## src/rtl/axi4_resp_pkg.sv

```systemverilog
// Shared response codes, FSM state encodings and byte/response helpers
// for the AXI4 register-file responder.
package axi4_resp_pkg;

    localparam logic [1:0] RESP_OKAY   = 2'b00;
    localparam logic [1:0] RESP_SLVERR = 2'b10;
    localparam logic [1:0] RESP_DECERR = 2'b11;

    localparam logic [2:0] SIZE_WORD = 3'd2;

    typedef enum logic [1:0] {
        W_IDLE = 2'd0,
        W_DATA = 2'd1,
        W_RESP = 2'd2
    } w_state_t;

    typedef enum logic {
        R_IDLE = 1'b0,
        R_DATA = 1'b1
    } r_state_t;

    // Replace the bytes of old_word selected by strb with those of new_word.
    function automatic logic [31:0] merge_bytes(input logic [31:0] old_word,
                                                input logic [31:0] new_word,
                                                input logic [3:0]  strb);
        logic [31:0] merged;
        for (int i = 0; i < 4; i++) begin
            merged[8*i +: 8] = strb[i] ? new_word[8*i +: 8] : old_word[8*i +: 8];
        end
        return merged;
    endfunction

    // Out-of-range decode beats a malformed burst.
    function automatic logic [1:0] classify(input logic       in_range,
                                            input logic [7:0] len,
                                            input logic [2:0] size);
        if (!in_range) begin
            return RESP_DECERR;
        end else if ((len != 8'd0) || (size > SIZE_WORD)) begin
            return RESP_SLVERR;
        end else begin
            return RESP_OKAY;
        end
    endfunction

endpackage

```

## src/rtl/axi4_regfile_core.sv

```systemverilog
// NREGS x 32-bit register storage: one byte-strobed write port and one
// combinational read port that sees the value from before a same-cycle write.
module axi4_regfile_core
    import axi4_resp_pkg::*;
#(
    parameter int NREGS = 16,
    parameter int IDX_W = $clog2(NREGS)
) (
    input  logic             clock,
    input  logic             reset,
    input  logic             we,
    input  logic [IDX_W-1:0] wr_idx,
    input  logic [31:0]      wr_data,
    input  logic [3:0]       wr_strb,
    input  logic [IDX_W-1:0] rd_idx,
    output logic [31:0]      rd_data
);

    logic [31:0] mem_r [NREGS];

    // Storage array with byte-lane merge on write.
    always_ff @(posedge clock or posedge reset) begin
        if (reset) begin
            for (int i = 0; i < NREGS; i++) begin
                mem_r[i] <= 32'd0;
            end
        end else if (we) begin
            mem_r[wr_idx] <= merge_bytes(mem_r[wr_idx], wr_data, wr_strb);
        end
    end

    assign rd_data = mem_r[rd_idx];

endmodule

```

## src/rtl/axi4_regfile_responder.sv

```systemverilog
// AXI4 subordinate serving single-beat accesses to a small register file,
// echoing ID/user and answering malformed or out-of-range bursts with errors.
module axi4_regfile_responder
    import axi4_resp_pkg::*;
#(
    parameter int ADDR_W = 12,
    parameter int NREGS  = 16,
    parameter int ID_W   = 2,
    parameter int USER_W = 7
) (
    input  logic              clock,
    input  logic              reset,
    input  logic              aw_valid,
    output logic              aw_ready,
    input  logic [ID_W-1:0]   aw_id,
    input  logic [ADDR_W-1:0] aw_addr,
    input  logic [7:0]        aw_len,
    input  logic [2:0]        aw_size,
    input  logic [USER_W-1:0] aw_user,
    input  logic              w_valid,
    output logic              w_ready,
    input  logic [31:0]       w_data,
    input  logic [3:0]        w_strb,
    input  logic              w_last,
    output logic              b_valid,
    input  logic              b_ready,
    output logic [ID_W-1:0]   b_id,
    output logic [1:0]        b_resp,
    output logic [USER_W-1:0] b_user,
    input  logic              ar_valid,
    output logic              ar_ready,
    input  logic [ID_W-1:0]   ar_id,
    input  logic [ADDR_W-1:0] ar_addr,
    input  logic [7:0]        ar_len,
    input  logic [2:0]        ar_size,
    input  logic [USER_W-1:0] ar_user,
    output logic              r_valid,
    input  logic              r_ready,
    output logic [ID_W-1:0]   r_id,
    output logic [31:0]       r_data,
    output logic [1:0]        r_resp,
    output logic              r_last,
    output logic [USER_W-1:0] r_user
);

    localparam int IDX_W  = $clog2(NREGS);
    localparam int AIDX_W = ADDR_W - 2;

    w_state_t         w_state_r, w_state_s;
    r_state_t         r_state_r, r_state_s;
    logic [IDX_W-1:0] w_idx_r;
    logic [7:0]       r_cnt_r;
    logic             core_we_s;
    logic [31:0]      core_rd_data_s;
    logic             aw_in_range_s, ar_in_range_s;
    logic [1:0]       aw_class_s, ar_class_s;
    logic             unused_s;

    if (IDX_W < AIDX_W) begin : g_range
        assign aw_in_range_s = (aw_addr[ADDR_W-1:2+IDX_W] == {(AIDX_W-IDX_W){1'b0}});
        assign ar_in_range_s = (ar_addr[ADDR_W-1:2+IDX_W] == {(AIDX_W-IDX_W){1'b0}});
    end else begin : g_full
        assign aw_in_range_s = 1'b1;
        assign ar_in_range_s = 1'b1;
    end

    assign aw_class_s = classify(aw_in_range_s, aw_len, aw_size);
    assign ar_class_s = classify(ar_in_range_s, ar_len, ar_size);
    assign unused_s   = ^{aw_addr[1:0], ar_addr[1:0]};

    axi4_regfile_core #(
        .NREGS (NREGS),
        .IDX_W (IDX_W)
    ) u_core (
        .clock   (clock),
        .reset   (reset),
        .we      (core_we_s),
        .wr_idx  (w_idx_r),
        .wr_data (w_data),
        .wr_strb (w_strb),
        .rd_idx  (ar_addr[2 +: IDX_W]),
        .rd_data (core_rd_data_s)
    );

    // Write FSM next state and commit strobe; b_resp doubles as the latched class.
    always_comb begin
        w_state_s = w_state_r;
        core_we_s = 1'b0;
        case (w_state_r)
            W_IDLE: begin
                if (aw_valid) begin
                    w_state_s = W_DATA;
                end else begin
                    w_state_s = W_IDLE;
                end
            end
            W_DATA: begin
                if (w_valid) begin
                    core_we_s = (b_resp == RESP_OKAY);
                    if (w_last || (b_resp == RESP_OKAY)) begin
                        w_state_s = W_RESP;
                    end else begin
                        w_state_s = W_DATA;
                    end
                end else begin
                    w_state_s = W_DATA;
                end
            end
            W_RESP: begin
                if (b_ready) begin
                    w_state_s = W_IDLE;
                end else begin
                    w_state_s = W_RESP;
                end
            end
            default: w_state_s = W_IDLE;
        endcase
    end

    // Write state, registered handshake flags and latched AW attributes.
    always_ff @(posedge clock or posedge reset) begin
        if (reset) begin
            w_state_r <= W_IDLE;
            aw_ready  <= 1'b1;
            w_ready   <= 1'b0;
            b_valid   <= 1'b0;
            b_id      <= {ID_W{1'b0}};
            b_user    <= {USER_W{1'b0}};
            b_resp    <= RESP_OKAY;
            w_idx_r   <= {IDX_W{1'b0}};
        end else begin
            w_state_r <= w_state_s;
            aw_ready  <= (w_state_s == W_IDLE);
            w_ready   <= (w_state_s == W_DATA);
            b_valid   <= (w_state_s == W_RESP);
            if ((w_state_r == W_IDLE) && aw_valid) begin
                b_id    <= aw_id;
                b_user  <= aw_user;
                b_resp  <= aw_class_s;
                w_idx_r <= aw_addr[2 +: IDX_W];
            end
        end
    end

    // Read FSM next state: leave R_DATA on the handshake of the last beat.
    always_comb begin
        r_state_s = r_state_r;
        case (r_state_r)
            R_IDLE: begin
                if (ar_valid) begin
                    r_state_s = R_DATA;
                end else begin
                    r_state_s = R_IDLE;
                end
            end
            R_DATA: begin
                if (r_ready && r_last) begin
                    r_state_s = R_IDLE;
                end else begin
                    r_state_s = R_DATA;
                end
            end
            default: r_state_s = R_IDLE;
        endcase
    end

    // Read state, beat counter and R channel outputs, held while stalled.
    always_ff @(posedge clock or posedge reset) begin
        if (reset) begin
            r_state_r <= R_IDLE;
            ar_ready  <= 1'b1;
            r_valid   <= 1'b0;
            r_id      <= {ID_W{1'b0}};
            r_user    <= {USER_W{1'b0}};
            r_resp    <= RESP_OKAY;
            r_data    <= 32'd0;
            r_last    <= 1'b0;
            r_cnt_r   <= 8'd0;
        end else begin
            r_state_r <= r_state_s;
            ar_ready  <= (r_state_s == R_IDLE);
            r_valid   <= (r_state_s == R_DATA);
            if ((r_state_r == R_IDLE) && ar_valid) begin
                r_id    <= ar_id;
                r_user  <= ar_user;
                r_resp  <= ar_class_s;
                r_cnt_r <= ar_len;
                r_last  <= (ar_len == 8'd0);
                r_data  <= (ar_class_s == RESP_OKAY) ? core_rd_data_s : 32'd0;
            end else if ((r_state_r == R_DATA) && r_ready) begin
                if (r_last) begin
                    r_last <= 1'b0;
                end else begin
                    r_cnt_r <= r_cnt_r - 8'd1;
                    r_last  <= (r_cnt_r == 8'd1);
                end
            end
        end
    end

endmodule

```

## config.mk

```make
export PLATFORM = sky130hd
export DESIGN_NAME = axi4_regfile_responder
export DESIGN_NICKNAME = d
export VERILOG_FILES = /design/src/rtl/axi4_resp_pkg.sv /design/src/rtl/axi4_regfile_core.sv /design/src/rtl/axi4_regfile_responder.sv
export SDC_FILE = /design/constraint.sdc
export NUM_CORES = 1
export LEC_CHECK = 0
export CORE_UTILIZATION = 56
export CTS_BUF_LIST = sky130_fd_sc_hd__clkbuf_2 sky130_fd_sc_hd__clkbuf_4 sky130_fd_sc_hd__clkbuf_8
export CTS_CLUSTER_SIZE = 14
export DETAILED_ROUTE_END_ITERATION = 12
export GPL_ROUTABILITY_DRIVEN = 0
export PLACE_DENSITY = 0.81
export SLEW_MARGIN = 5
export SYNTH_ARGS = -nofsm -noshare
export SYNTH_HDL_FRONTEND = slang
export SYNTH_SLANG_ARGS = --single-unit
```

## constraint.sdc

```tcl
create_clock -name clock -period 24.9 [get_ports clock]
set_clock_uncertainty 0.1 [all_clocks]
set_input_delay 7.47 -clock clock [delete_from_list [all_inputs] [get_ports clock]]
set_output_delay 7.47 -clock clock [all_outputs]
set_load 0.01 [all_outputs]
```

# == Word level (Yosys, flattened, before mapping) ==
# Cells that the tools add are included.
# word_totals
register_bits,586
word_cells,101
in_bits,108
out_inout_bits,60
# classes
n_addsub,1
n_bitwise,4
n_mux,34
n_lt_le_gt_ge,5
n_eq_ne,6
reduce_logical,19
# ops
op,count
$bwmux W512,1
$bmux W32 S4,2
$mux W32,6
$demux W32 S4,1
$mux W8,7
$reduce_bool A8 Y1,2
$mux W2,7
$logic_not A6 Y1,2
$ge A5 B5 Y1 const B,2
$not A4 Y5,2
$eq A8 B1 Y1 const B,1
$logic_not A2 Y1,4
$logic_not A8 Y1,1
$mux W1,8
$sub A8 B1 Y8 const B,1
$gt A3 B2 Y1 const B,2
$pmux W2 S3,1
$logic_and A1 B1 Y1,5
$lt A5 B1 Y1 const B,1
$eq A2 B1 Y1 const B,2
$eq A2 B2 Y1 const B,2
$logic_or A1 B1 Y1,3
$ne A2 B1 Y1 const B,1
$not A1 Y1,2
other kinds (3),3

# == Depth between registers and ports, before layout ==
# Gate-level depths: netlist of the first run.
# depth
depth_word,6
ltp_mapped,8
depth_no_buf,6

# == Hierarchy ==
# From an unflattened synthesis of the first run, not the netlist that was laid out.
# unflattened
cells_unflattened,2838
hier_area_um2,33555.9
# by_module_without_submodules
mod,area_each_um2,cells_per_inst,seq_area_each_um2,n_inst
axi4_regfile_core,30315.3,2521,12812.3,1
axi4_regfile_responder,3240.6,317,1854.3,1

# == Worst setup path after synthesis of the first run ==
# OpenSTA, ideal clock, no wires.
# synth_timing
path_type,input to register
from,in ar_addr[5]
to,reg r_data[10]
setup_ns,0.121
path_slack_ns,15.631
path_buffers,3
cell_stages,7
arrival_time_ns,9.048
cell_sequence,buf_2 > buf_1 > clkbuf_1 > mux4_2 > a22oi_1 > nand2_1 > a22o_1
# synth_via
elab_chain_cells,5
# synth_rtl
item,line,source
from (decl),axi4_regfile_responder.sv:33,"input logic [ADDR_W-1:0] ar_addr,"
$not A4 Y5 (implied by the code),axi4_regfile_core.sv:32,assign rd_data = mem_r[rd_idx];
$bmux W32 S4,axi4_regfile_core.sv:32,
$mux W32 (implied by the code) (2 in a row),axi4_regfile_core.sv:32,
$mux W32,axi4_regfile_responder.sv:189,r_data <= (ar_class_s == RESP_OKAY) ? core_rd_data_s : 32'd0;
to (signal assigned),axi4_regfile_responder.sv:189,
to (decl),axi4_regfile_responder.sv:40,"output logic [31:0] r_data,"
# No other way between the ends. The select of a mux whose other input is x is not followed.
# A chain may end at the register's enable or synchronous reset.

# == Worst setup path after layout of the first run ==
# layout_timing
from,in ar_addr[4]
to,reg r_data[27]
# Same word-level chain as after synthesis.

==> metrics.yaml, run 1 <==
worst_setup_path:
  critical-path-max-stage-delay_ps: 920
  crit_path_end_kind: "flip-flop"
  critPathTopFamily: "buffers and inverters"
  r2r-start: "w_idx_r[3]"
  critPathLaunchType: "primary input"
  cp_cell_sequence: "buf_6 > buf_4 > mux4_2 > a22oi_1 > nand2_1 > a22o_1"
  worst-path-buf-inv: 2
  reg2reg_to: "u_core.mem_r[220]"
  cp_slowest_cell: "buf_4"
  rr_worst_depth: 5
  crit_fanout: 74
  worstPathArrival_ps: 10440
  cp-endpoint: "r_data[27]"
  path_class: "primary input to flip-flop"
  rrSetupSlack_ps: 20550
  required_ps: 25400
  setup.worst_path.start: "ar_addr[4]"
  worst-path-stages: 6
yosys:
  async_flop_share_pct: 100
  synth_area_um2: 30500
  avgSynthCellArea_um2: 10.7
  syn_nets: 2949
  synthAdderAreaFrac_pct: 0.0822
  ys_types: 57
  synth-main-ff-cell: "dfrtp_1"
  yosys_warnings: 0
  ys_seq_elements: 586
  synth_top_area_share_pct: 48.0
  synth-simple-area-share_pct: 11.2
  synth_top_family_by_area: "multiplexers"
  synthXorXnorAreaFrac_pct: 0.0288
  synth_area_leaders: "dfrtp_1 (48%), mux4_2 (9.5%), mux2i_1 (8.1%)"
  synth-compound-area-share_pct: 17.0
  netlist_instances: 2839
  yosysSeqAreaShare_pct: 48.2
  synth_mux_area_share_pct: 18.5
  synth-edff-count: 0
  yosys.area.top_type: "dfrtp_1"
clock_network:
  cts-root-buf: "clkbuf_8"
  cts_hold_buf: 0
  cts.sinks: 586
  post_cts_buffers: 0
  cts_max_level: 3
  cts_resized: 0
  clkTransAtPathRegs_ps: 60
  cts_tree: "yes"
  cts_max_path_buffers: 3
  cts-buffers-inserted: 95
  clk_latency_ps: 710
place:
  place_hpwl_um: 51300
  port-buffer-count: 163
  placed_area_um2: 32100
floorplan:
  row_count: 85
  io_pins: 168
  dieWidth_um: 235
  coreArea_um2: 53800
  die_area_um2: 55300
  fp.dieH_um: 235
  start_util_pct: 56.6
min_path:
  hold_path.class: "flip-flop to flip-flop"
power_and_ir_drop:
  p_leak_nw: 14.7
  ir_worst_vdd_mv: 0.0783
  power.density_nw_per_um2: 77.9
global_route:
  grt_pass1_wl_um: 143000
  grt_max_degree: 180
  global_route.usage.total_pct: 33.4
  gr-total-overflow: 0
  grt_antenna_before_repair: 1
  first_global_vias: 25700
run_status:
  status: "finished clean"
sta:
  setup_viol: 0
  fin_crit_ps: 9940
  hold_viol: 0
  fin_tns_setup_ps: 0
  drv_slew: 0
  worst_slew_pin_slew_ps: 1300
  min_period_over_period_pct: 39.9
  fmax_mhz: 101
  maxSlewHeadroom_pct: 13.3
  grt_setup_unrepaired: "no"
route:
  route.detailed.drc: 0
  num_vias: 25500
  first_pass_iters: 6
  drtIter0Drc: 3716
  drtAntennaViolNets: 0
  avgViaCountPerCell: 6.96
  wl_per_cell_um: 25.4
  wirelength_um: 92800
flow_run:
  cap_violations: 0
cells_and_area:
  syn_to_final_growth_pct: 11.9
  nNetsFinal: 3005
  final_common_cell: "dfrtp_1"
  finalInstanceArea_um2: 34100
  mostFrequentLayoutCells: "dfrtp_1 (580), nand2_1 (375), nor2_1 (267), a31oi_1 (260), mux2i_1 (245)"
  drive_above_1_share_pct: 15.3
  fill_cells: 3980
[registers in the layout, indices dropped and copies added, names as in the netlist, 2 cells and up]
| signal | count |
|---|---|
| w_idx_r | 4 |
| r_data | 32 |
| w_state_r | 2 |
| r_resp | 2 |
| b_id | 2 |
| r_user | 7 |
| r_cnt_r | 8 |
| b_resp | 2 |
| r_id | 2 |
| u_core.mem_r | 512 |
| b_user | 7 |
[worst min-delay path, delay by kind of cell (launching register included)]
family / cells / cell delay (ps)
AND/OR/NAND/NOR: 2 / 110
flip-flops: 1 / 340
[final cells by class]
cell class                 instances  area (um^2)  share of cell area [%]
antenna                            1         2.50                 0.00734
timing repair buffer             226         2130                    6.26
clock buffer                     145         1790                    5.25
tap                              696          871                    2.56
multi-input combinational       1960        14300                    42.0
inverter                          26          105                   0.308
sequential                       586        14700                    43.1
clock inverter                    20          185                   0.543
[stage by stage]
stage	power [mW]	utilization (%)	hold WS [ps]	setup slack, ps	std cells
finish	2.65	63.3	379	14960	3660
global route	2.73	63.3	398	14650	3660
CTS	2.63	63.3	378	15010	3659
detailed placement	1.76	59.6	362	14270	3494
global placement	1.74	59.6	361	14300	3494
floorplan	1.53	-	364	935	2839
[kinds of logic after synthesis]
logic type / after synthesis
muxes: 399
DFF: 586
and+or+nand+nor: 764
adders and majority gates: 2
xor gates and xnor gates: 1
AOI/OAI and AO/OA: 794
buffers and inverters: 293
[report_power, final]
part	switching, mW	total [mW]	internal (mW)
Sequential	0.0745	1.07	0.992
Clock	0.394	0.881	0.487
Combinational	0.456	0.708	0.252
[synth_stat cells (all sizes together) (2+ instances only)]
library cell,number
a221o,2
a221oi,18
ha,2
inv,26
a41o,2
nand3b,5
or4,17
nor4,22
a22oi,95
mux2,26
clkbuf,83
or3b,3
dfrtp,584
nor2b,5
nand2b,15
buf,184
mux2i,245
nand2,375
nor2,269
o31ai,32
a311oi,2
nor3b,3
a21oi,3
nor3,6
dfstp,2
o21ai,261
o311a,14
o22ai,65
o211ai,2
a31oi,260
and2,2
mux4,128
or3,3
nand3,34
a22o,32
[how the worst min path moves through the flow]
| stage | slack (ps) | cells after the start | startpoint | endpoint |
|---|---|---|---|---|
| 3_5_place_dp | 360 | 2 | r_user[6] | r_user[6] |
| 4_1_cts | 380 | 2 | r_user[6] | r_user[6] |
| 6_report | 380 | 2 | r_user[6] | r_user[6] |
| 3_3_place_gp | 360 | 2 | r_user[1] | r_user[1] |
| 2_1_floorplan | 360 | 2 | u_core.mem_r[163] | u_core.mem_r[163] |
| 5_1_grt | 400 | 2 | r_user[2] | r_user[2] |
[per-layer routing]
metal / track usage (%) / up-vias / share of wire, %
met5: 0 / - / 0
met4: 20.9 / 0 / 6.0
met3: 9.66 / 448 / 13
met2: 50.4 / 1959 / 45
met1: 42.6 / 12400 / 36
li1: - / 10700 / -
No activity file was read; power rests on OpenSTA's default activity.
==> inputs of run 2 (changes only) <==
- clock period: 24.9 -> 8.09 ns (I/O delays scaled with it)
==> run 2 against run 1 <==
  * Clock-buffer cell count up 8
  * Die area stayed put
  * Power grew to 3.1 times the previous value
  * Hold slack is essentially flat
  * Design area grew 0.65%
  * Global-route usage is 0.22 points higher
  * Clock power increased to 3.3 times the previous value
  * Combinational power grew to 3.1 times the previous value
  * Via count is 0.14% higher
  * Largest power group unchanged
==> metrics.yaml, run 2 (synthesis results as in run 1) <==
clock_network:
  cts-root-buf: "clkbuf_8"
  post_cts_buffers: 0  # unchanged
  cts_resized: 0  # unchanged
  cts-buffers-inserted: 96  # +1.1%
  cts_tree: "yes"
  cts_max_level: 3  # unchanged
  cts_hold_buf: 0  # unchanged
  cts.sinks: 586  # unchanged
  cts_max_path_buffers: 3  # unchanged
  clk_latency_ps: 720  # about the same
  clkTransAtPathRegs_ps: 50  # about the same
global_route:
  global_route.usage.total_pct: 33.6  # +0.22 points
  grt_pass1_wl_um: 144000  # +0.71%
  grt_antenna_before_repair: 1  # unchanged
  gr-total-overflow: 0  # unchanged
  grt_max_degree: 192  # +6.7%
  first_global_vias: 25700  # -0.019%
min_path:
  min_from: "r_user[6]"
  hold_path.class: "flip-flop to flip-flop"
route:
  num_vias: 25500  # +0.14%
  route.detailed.drc: 0  # unchanged
  wirelength_um: 93100  # +0.36%
  wl_per_cell_um: 25.4  # about the same
  drtIter0Drc: 3433  # -7.6%
  first_pass_iters: 8  # +2
  avgViaCountPerCell: 6.95  # -0.13%
  drtAntennaViolNets: 0  # unchanged
flow_run:
  cap_violations: 0  # unchanged
worst_setup_path:
  crit_fanout: 32  # -57%
  r2r-start: "w_idx_r[1]"
  crit_path_end_kind: "flip-flop"
  required_ps: 8490  # -16910 ps
  critPathLaunchType: "primary input"
  setup.worst_path.start: "w_valid"
  worstPathArrival_ps: 4940  # -5500 ps
  rrSetupSlack_ps: 4020  # -16530 ps
  path_class: "primary input to flip-flop"
cells_and_area:
  nNetsFinal: 3007  # +0.067%
  drive_above_1_share_pct: 15.6  # +0.32 points
  finalInstanceArea_um2: 34300  # +0.65%
  final_common_cell: "dfrtp_1"
  final_cells: 3670  # +0.27%
  final_util_pct: 63.7  # +0.41 points
  largestRegisters: "u_core.mem_r: 512 flops, r_data: 32 flops, r_cnt_r: 8 flops"
  regMostFlops: "u_core.mem_r"
  mostFrequentLayoutCells: "dfrtp_1 (580), nand2_1 (375), nor2_1 (267), a31oi_1 (260), mux2i_1 (245)"
  syn_to_final_growth_pct: 12.6
  fill_cells: 4008  # +0.70%
  largest_reg_flops: 512  # unchanged
power_and_ir_drop:
  p_total_mw: 8.34  # +210%
  p_seq_share_pct: 39.4  # -0.8 points
  p_comb_share_pct: 26.3  # -0.4 points
  p_leak_nw: 14.8  # +0.76%
  pwr-share-clk_pct: 34.4  # +1.2 points
  ir_worst_vdd_mv: 0.212  # +170%
  power.density_nw_per_um2: 243  # +210%
  intPower_mw: 5.47  # +220%
  p_sw_share_pct: 34.4  # -0.41 points
  p_switching_mw: 2.87  # +210%
floorplan:
  dieWidth_um: 235  # unchanged
  start_util_pct: 56.6  # unchanged
  die_area_um2: 55300  # unchanged
  coreArea_um2: 53800  # unchanged
  fp.dieH_um: 235  # unchanged
  row_count: 85  # unchanged
  io_pins: 168  # unchanged
sta:
  fin_ws_ps: 3560  # -11400 ps
  fin_tns_setup_ps: 0  # unchanged
  maxSlewHeadroom_pct: 17.4  # +4.1 points
  setup_viol: 0  # unchanged
  fin_crit_ps: 4530
  drv_slew: 0  # unchanged
  fmax_mhz: 221
  grt_setup_unrepaired: "no"
  worst_slew_pin_slew_ps: 1240  # -61.7 ps
  timing.hold.ws_ps: 379  # +0.340 ps
  min_period_over_period_pct: 56.0
  hold_viol: 0  # unchanged
place:
  place_hpwl_um: 52100  # +1.6%
  dp_cells: 3495  # +0.029%
  port-buffer-count: 163  # unchanged
  place_ws_ps: 2890  # -11390 ps
  placed_area_um2: 32100  # about the same
run_status:
  status: "finished clean"
-- run 2: changes by cell type in the layout (fill, tap and decap cells not counted), sizes merged --
cell	before	now
inv	25	24
buf	65	66
clkinvlp	4	3
clkinv	14	17
clkbuf	145	153
-- run 2: power by group through the flow --
stage	Sequential (mW)	Clock [mW]	Combinational, mW
floorplan	3.20	0	1.52
global placement	3.31	0	2.06
detailed placement	3.32	0	2.10
CTS	3.27	2.89	2.11
global route	3.29	3.01	2.25
finish	3.28	2.87	2.19
-- run 2: path summary, 6_finish.rpt --
check | depth (start not counted) | to
setup / recovery | 6 | u_core.mem_r[448]
hold / removal | 2 | r_user[6]
setup reg to reg | 6 | u_core.mem_r[349]
hold reg to reg | 2 | r_user[6]
max in group asynchronous | 3 | u_core.mem_r[488]
min in group asynchronous | 2 | u_core.mem_r[186]
-- run 2: critical path, cell delays in order --
cell	delay [ps]
clkdlybuf4s50_1	570
nand4bb_2	130
buf_4	310
or4_1	1080
nand2_1	260
o21ai_0	130
-- run 2: routing by layer --
metal	GRT usage, %	vias up	wire (um)
met5	0	-	0
li1	-	10700	-
met2	52.1	1860	42100
met1	42.4	12500	33800
met3	9.53	451	11600
met4	19.6	0	5590
-- run 2: layout make-up --
class | count | area (um^2) | share of cell area (%)
Multi-Input combinational cell | 1960 | 14300 | 41.7
Timing Repair Buffer | 227 | 2160 | 6.31
Clock buffer | 153 | 1980 | 5.78
Inverter | 26 | 101 | 0.296
Tap cell | 696 | 871 | 2.54
Antenna cell | 1 | 2.50 | 0.00730
Sequential cell | 586 | 14700 | 42.8
Clock inverter | 21 | 185 | 0.540
